==> src/rtl/pipe_ctrl.sv <==
// pipe_ctrl: pipeline hazard controller with per-stage stall vector, multi-cycle EX sequencing and flush redirect.
// Optional stall watchdog built when PIPE_CTRL_WDOG_EN is defined; otherwise stall_timeout is tied low.
module pipe_ctrl (
    input  logic        CLK,
    input  logic        RST_N,
    input  logic        stallreq_if,
    input  logic        stallreq_id,
    input  logic        stallreq_ex,
    input  logic        stallreq_mem,
    input  logic        multi_start,
    input  logic [5:0]  multi_len,
    input  logic        flush_req,
    input  logic [31:0] flush_pc,
    output logic [5:0]  stall,
    output logic        flush,
    output logic [31:0] new_pc,
    output logic        multi_done,
    output logic        stall_timeout
);
    localparam int unsigned STAGES = 6;
    localparam int unsigned LEN_W  = 6;
    localparam int unsigned PC_W   = 32;

    localparam logic [STAGES-1:0] HOLD_MEM  = 6'b011111;
    localparam logic [STAGES-1:0] HOLD_EX   = 6'b001111;
    localparam logic [STAGES-1:0] HOLD_ID   = 6'b000111;
    localparam logic [STAGES-1:0] HOLD_IF   = 6'b000011;

    typedef enum logic [1:0] {
        ST_IDLE  = 2'd0,
        ST_MULTI = 2'd1,
        ST_FLUSH = 2'd2
    } state_t;

    state_t            state;
    state_t            state_nxt;
    logic [LEN_W-1:0]  cnt;
    logic [LEN_W-1:0]  cnt_nxt;
    logic              ex_busy;
    logic              done_c;
    logic [STAGES-1:0] hold_c;

    // Next state and EX-operation sequencing; a flush always wins over a new or running operation.
    always_comb begin
        state_nxt = state;
        cnt_nxt   = cnt;
        ex_busy   = 1'b0;
        done_c    = 1'b0;
        case (state)
            ST_IDLE: begin
                if (flush_req) begin
                    state_nxt = ST_FLUSH;
                end else if (multi_start) begin
                    ex_busy = 1'b1;
                    if (multi_len <= LEN_W'(1)) begin
                        done_c = 1'b1;
                    end else begin
                        state_nxt = ST_MULTI;
                        cnt_nxt   = multi_len - LEN_W'(1);
                    end
                end
            end
            ST_MULTI: begin
                ex_busy = 1'b1;
                if (flush_req) begin
                    state_nxt = ST_FLUSH;
                    cnt_nxt   = '0;
                end else if (cnt == LEN_W'(1)) begin
                    done_c    = 1'b1;
                    state_nxt = ST_IDLE;
                    cnt_nxt   = '0;
                end else begin
                    cnt_nxt = cnt - LEN_W'(1);
                end
            end
            ST_FLUSH: begin
                state_nxt = flush_req ? ST_FLUSH : ST_IDLE;
                cnt_nxt   = '0;
            end
            default: begin
                state_nxt = ST_IDLE;
                cnt_nxt   = '0;
            end
        endcase
    end

    // Deepest requester wins; nothing is held while the flush pulse is out.
    always_comb begin
        hold_c = '0;
        if (state != ST_FLUSH) begin
            if (stallreq_mem) begin
                hold_c = HOLD_MEM;
            end else if (stallreq_ex || ex_busy) begin
                hold_c = HOLD_EX;
            end else if (stallreq_id) begin
                hold_c = HOLD_ID;
            end else if (stallreq_if) begin
                hold_c = HOLD_IF;
            end
        end
    end

    // Combinational outputs are forced low while reset is asserted.
    assign stall      = RST_N ? hold_c : '0;
    assign multi_done = RST_N & done_c;

    always_ff @(posedge CLK or negedge RST_N) begin
        if (!RST_N) begin
            state  <= ST_IDLE;
            cnt    <= '0;
            flush  <= 1'b0;
            new_pc <= '0;
        end else begin
            state <= state_nxt;
            cnt   <= cnt_nxt;
            flush <= flush_req;
            if (flush_req) begin
                new_pc <= PC_W'(flush_pc);
            end
        end
    end

`ifdef PIPE_CTRL_WDOG_EN
    localparam int unsigned WDOG_W = 10;

    logic [WDOG_W-1:0] wdog_cnt;
    logic [WDOG_W-1:0] wdog_nxt;
    logic              timeout_q;

    // Run length of consecutive stalled cycles, saturating at all-ones.
    always_comb begin
        wdog_nxt = wdog_cnt;
        if (hold_c == '0) begin
            wdog_nxt = '0;
        end else if (wdog_cnt != '1) begin
            wdog_nxt = wdog_cnt + WDOG_W'(1);
        end
    end

    always_ff @(posedge CLK or negedge RST_N) begin
        if (!RST_N) begin
            wdog_cnt  <= '0;
            timeout_q <= 1'b0;
        end else begin
            wdog_cnt  <= wdog_nxt;
            timeout_q <= timeout_q | (wdog_nxt == '1);
        end
    end

    assign stall_timeout = timeout_q;
`else
    assign stall_timeout = 1'b0;
`endif

endmodule
==> config.mk <==
export PLATFORM = sky130hd
export DESIGN_NAME = pipe_ctrl
export DESIGN_NICKNAME = d
export VERILOG_FILES = /design/src/rtl/pipe_ctrl.sv
export SDC_FILE = /design/constraint.sdc
export NUM_CORES = 1
export LEC_CHECK = 0
export ABC_AREA = 1
export BUFFER_PORTS_ARGS = -buffer_cell sky130_fd_sc_hd__buf_2
export CAP_MARGIN = 20
export CORE_MARGIN = 2
export CORE_UTILIZATION = 29
export DETAILED_ROUTE_END_ITERATION = 10
export GPL_TIMING_DRIVEN = 0
export PLACE_DENSITY = 0.55
export SLEW_MARGIN = 30
export SYNTH_ARGS = -nofsm -noshare
export SYNTH_HDL_FRONTEND = slang
export SYNTH_SLANG_ARGS = --single-unit
==> constraint.sdc <==
create_clock -name CLK -period 2.8 [get_ports CLK]
set_input_delay 0.56 -clock CLK [delete_from_list [all_inputs] [get_ports CLK]]
set_output_delay 0.56 -clock CLK [all_outputs]
set_load 0.03 [all_outputs]
* Yosys cells after proc, flatten, opt, wreduce, memory -nomap -nowiden
Index checks and enable logic that the tools add are counted.
** Storage, ports and cells
- Word-level logic and storage cells :: 50
- Bits in registers :: 41
- Bits of input ports :: 46
** Cells by class
- Reduce and logical (&&, ||, !) cells :: 4
- Muxes and demuxes :: 28
- Bitwise logic cells :: 1
- Eq/ne operators :: 10
- $lt $le $gt $ge :: 1
- $add $sub $neg :: 2
** Operator list (count)
- 6-bit two-way mux :: 6
- 2-bit two-way mux :: 7
- 6-bit case mux with 2 select lines :: 1
- 6-bit by 1-bit subtractor with 6-bit output, second input constant :: 2
- 5-bit two-way mux :: 2
- 3-bit inequality test, second input constant :: 3
- 2-bit inequality test, second input constant :: 4
- 1-bit two-way mux :: 7
- 6-bit by 1-bit equality test with 1-bit output, second input constant :: 1
- 6-bit by 1-bit less-or-equal comparator with 1-bit output, second input constant :: 1
- 2-bit case mux with 3 select lines :: 1
- 3-bit AND reduction :: 2
- 4-bit two-way mux :: 1
- 1-bit case mux with 2 select lines :: 2
- 3-bit two-way mux :: 1
- 2-bit by 1-bit equality test with 1-bit output, second input constant :: 1
- 2-bit equality test, second input constant :: 1
- 2-bit logical NOT :: 1
- 1-bit AND :: 1
- 1-bit logical OR :: 1

* Longest topological paths before layout
- Word-level depth :: 8
- Depth in mapped cells :: 10

* Worst setup path before layout
OpenSTA, ideal clock, no wires.
- Path type :: input port to output port
- Start point :: input multi_len[0]
- End point :: output multi_done
- Path buffers :: 0
- Path slack :: 0.622 ns
- Cell stages on the path :: 7
- Data required time :: 2.240 ns
- Data arrival time :: 1.618 ns
- Cell sequence :: inv_1 > ha_1 > nor2_1 > nand3b_4 > inv_1 > nand2_1 > a21oi_1
** Between the ends
- Longest elaborated chain between the ends :: 6
** RTL lines
- start: declaration :: line 11 : input logic [5:0] multi_len,
- 6-bit by 1-bit less-or-equal comparator with 1-bit output :: line 55 : if (multi_len <= LEN_W'(1)) begin
- 1-bit two-way mux :: line 55
- 1-bit two-way mux :: line 53 : end else if (multi_start) begin
- 1-bit two-way mux :: line 51 : if (flush_req) begin
- 1-bit case mux with 2 select lines :: line 49 : case (state)
- 1-bit AND :: line 105 : assign multi_done = RST_N & done_c;
- end: declaration :: line 17 : output logic multi_done,
Every way passes these cells.

* Final worst setup path
- Start point :: register state[0]
- End point :: output stall[1]
** Between the ends
- Longest elaborated chain between the ends :: 7
** RTL lines
- start: declaration :: line 35 : state_t state;
- start signal: assignment :: line 114 : state <= state_nxt;
- 2-bit by 1-bit equality test with 1-bit output or 2-bit logical NOT (tied branches) :: line 49
- 1-bit case mux with 2 select lines :: line 49
- 1-bit logical OR :: line 93 : end else if (stallreq_ex || ex_busy) begin
- 4-bit two-way mux :: line 93
- 5-bit two-way mux :: line 91 : if (stallreq_mem) begin
- 5-bit two-way mux (*) :: line 90 : if (state != ST_FLUSH) begin
- 6-bit two-way mux (*) :: line 104 : assign stall = RST_N ? hold_c : '0;
- end: declaration :: line 14 : output logic [5:0] stall,
Mark *: on every way between the ends. The rest lies on a longest branch, timed or not.

==> impl_metrics.csv <==
group,metric,value,unit
sta,worst_pin_slew,0.524,ns
clock_tree,worst_skew_pair.late_latency,0.29,ns
final_layout,fin_cells,452,
logic_synthesis,syn_inst,263,
clock_tree,root_buffer,"clkbuf_8",
routing,routed_via_density,4.19,
final_layout,multi_input_area,908,um^2
clock_tree,cts_resized,0,
logic_synthesis,yosysSeqAreaShare,49.5,%
final_layout,drive_gt1_share,31.5,%
final_layout,regArea,1030,um^2
clock_tree,postCtsHoldBufs,0,
critical_path,timing_worst_setup_path_type,"reg2out",
critical_path,worstSetupStartpointType,"flop",
sta,setup_violations,0,
run,maxCapViolCount,0,
critical_path,worstPathRequired,2.24,ns
clock_tree,clkSlewWorstSetupHoldPaths,0.09,ns
grt,grt_max_degree,43,
logic_synthesis,syn_area_per_cell,7.87,um^2
grt,grt_pass1_vias,1869,
floorplanning,die-area,7830,um^2
clock_tree,clockBufferDepth,2,
sta,hold_violations,0,
routing,vias,1894,
sta,finalCriticalPeriod,2.37,ns
critical_path,slowest_stage,"dfrtp_1",
final_layout,post-route-util,39.6,%
clock_tree,postCtsSetupBuffers,0,
placement,gp_congestion,0.860,
routing,wire_per_inst,10.5,um
floorplanning,start_util,30.1,%
placement,dp_hpwl,3680,um
routing,drt_iter0_markers,34,
placement,dp.cells,444,
logic_synthesis,syn_area,2070,um^2
final_layout,nets,409,
clock_tree,cts_tree,"done",
power_and_ir_drop,peakVddDrop,291,uV
power_and_ir_drop,switchingPower,740,uW
placement,place_ws,0.0852,ns
final_layout,n_antenna_cell,0,
power_and_ir_drop,p_sw_share,38.9,%
grt,grt_pass1_wl,8050,um
logic_synthesis,yosys_warnings,0,
sta,fin_hold_ws,0.249,ns
floorplanning,rows,30,
routing,drc,0,
critical_path,endpoint_kind,"output port",
grt,grt.total_usage,12.9,%
logic_synthesis,ys_ff_latch,41,
routing,ant_nets,0,
floorplanning,chipWidth,88.5,um
floorplanning,die_h,88.5,um
sta,clock_skew,0.0113,ns
critical_path,arrival,1.81,ns
final_layout,area_growth_syn_to_layout,31.5,%
power_and_ir_drop,power_frac_comb,37.3,%
clock_tree,cts_sinks,41,
critical_path,crit_chain,"inv_1, ha_1, nand3_1, inv_1, nor3_2, nand2_1, nand2_1, nand2_1, buf_4, buf_2",
placement,place.port_buffers,84,
power_and_ir_drop,pwr-share-clk,22.9,%
power_and_ir_drop,p_int,1.16,mW
sta,drv_slew,0,
routing,dr.pass1.iters,4,
sta,period_share,84.7,%
power_and_ir_drop,p_leak,1.60,nW
clock_tree,htreeDepth,2,
routing,wl,4760,um
power_and_ir_drop,pwr-share-seq,39.8,%
sta,max_freq,422,MHz
hold_path,hold_class,"in2async",
outcome,outcome,"completed",
critical_path,cpMostUsedCell,"nand2_1",
grt,grt_antenna_before_repair,0,
grt,overflow,0,
critical_path,cp_max_fo,6,
critical_path,slowest_delay,0.38,ns
floorplanning,ios,87,
sta,tns,0,ns
sta,rsz0062_at_grt,"no",
logic_synthesis,synth.distinct_cells,28,
clock_tree,cts_buffers,5,
final_layout,n_fill_cell,736,
floorplanning,core-area,6870,um^2
power_and_ir_drop,p_per_area,698,nW/um^2
sta,setup_slack,0.429,ns
sta,slew_headroom,65.1,%
[power by group through the flow]
stage / logic [mW] / registers (mW) / clock network [mW]
floorplan: 0.440 / 0.840 / 0
global placement: 0.707 / 0.766 / 0
detailed placement: 0.722 / 0.768 / 0
CTS: 0.723 / 0.757 / 0.454
global route: 0.806 / 0.771 / 0.478
finish: 0.709 / 0.756 / 0.436
[placed cells by master (no fill, tap or decap), types with 2 or more instances in the layout]
cell,count
conb_1,2
dfrtp_1,41
a21oi_1,3
o21bai_1,2
nor2_1,12
buf_2,86
o21ai_0,6
nand4_1,2
clkbuf_8,7
nand3_1,11
nor2_2,3
clkbuf_1,3
inv_4,2
inv_1,18
nand2_1,131
buf_4,5
xnor2_1,2
ha_1,8
[final cells by class]
type	count	area share [%]
well taps	96	4.41
plain buffers	10	2.07
multi-input cells	192	33.4
repair buffers	84	15.5
flip-flops and latches	41	37.7
clock inverters	1	0.322
inverters	21	3.08
clock buffers	7	3.54
[through the flow]
stage	power, mW	cell area (um^2)
2_1_floorplan	1.28	2070
3_3_place_gp	1.47	2620
3_5_place_dp	1.49	2620
4_1_cts	1.93	2720
5_1_grt	2.05	2720
6_report	1.90	2720
[path summary, 6_finish.rpt]
| check | startpoint | to | slack, ns | cells after the start |
|---|---|---|---|---|
| worst max-delay path | state[0] | stall[1] | 0.43 | 10 |
| worst max register to register | state[0] | cnt[5] | 1.26 | 8 |
| min in group CLK | flush_req | flush | 0.40 | 1 |
| worst min register to register | new_pc[28] | new_pc[28] | 0.47 | 2 |
| worst min-delay path | RST_N | new_pc[5] | 0.25 | 1 |
| max in group asynchronous | RST_N | cnt[0] | 2.19 | 1 |
[routing by layer]
| metal | wire length [um] | track usage [%] | vias to the layer above |
|---|---|---|---|
| met4 | 31 | 3.31 | 0 |
| met1 | 2260 | 17.1 | 840 |
| met5 | 0 | 0 | - |
| li1 | - | - | 987 |
| met3 | 371 | 4.01 | 4 |
| met2 | 2090 | 20.5 | 63 |
[synthesized netlist by cell type (all sizes together)]
cell / number / share of area (%)
clkbuf: 3 / 0.54
a21boi: 1 / 0.36
or2: 1 / 0.30
nand2: 132 / 24
ha: 8 / 4.8
nor3: 1 / 0.48
nand3b: 1 / 0.97
dfrtp: 41 / 50
inv: 21 / 4.0
buf: 7 / 2.2
a21oi: 4 / 1.1
nand4: 2 / 0.60
xnor2: 2 / 0.85
nand3: 11 / 2.7
nor2: 16 / 3.6
o21bai: 3 / 1.6
o21ai: 7 / 1.7
o22ai: 1 / 0.30
conb: 1 / 0.18
[critical path: cells and delay by family, from the launching register on]
kind / cells / cell delay, ns
buffers and inverters: 4 / 0.42
AND/OR/NAND/NOR: 5 / 0.43
adder cells (fa/ha/maj): 1 / 0.28
flip-flops: 1 / 0.38
[state kept, by name, indices dropped and copies added (netlist names)]
name    count
new_pc     32
cnt         6
state       2
flush       1
[cell families (layout without fill, tap and decap cells)]
kind of cell / count (synthesis) / after routing / synth area share [%]
compound gates: 16 / 16 / 5.14
xor+xnor: 2 / 2 / 0.846
fa+ha+maj: 8 / 8 / 4.83
buf+inv: 31 / 123 / 6.77
flops: 41 / 41 / 49.5
other cells: 1 / 2 / 0.181
simple gates: 164 / 164 / 32.7
(Power assumes the default switching activity.)
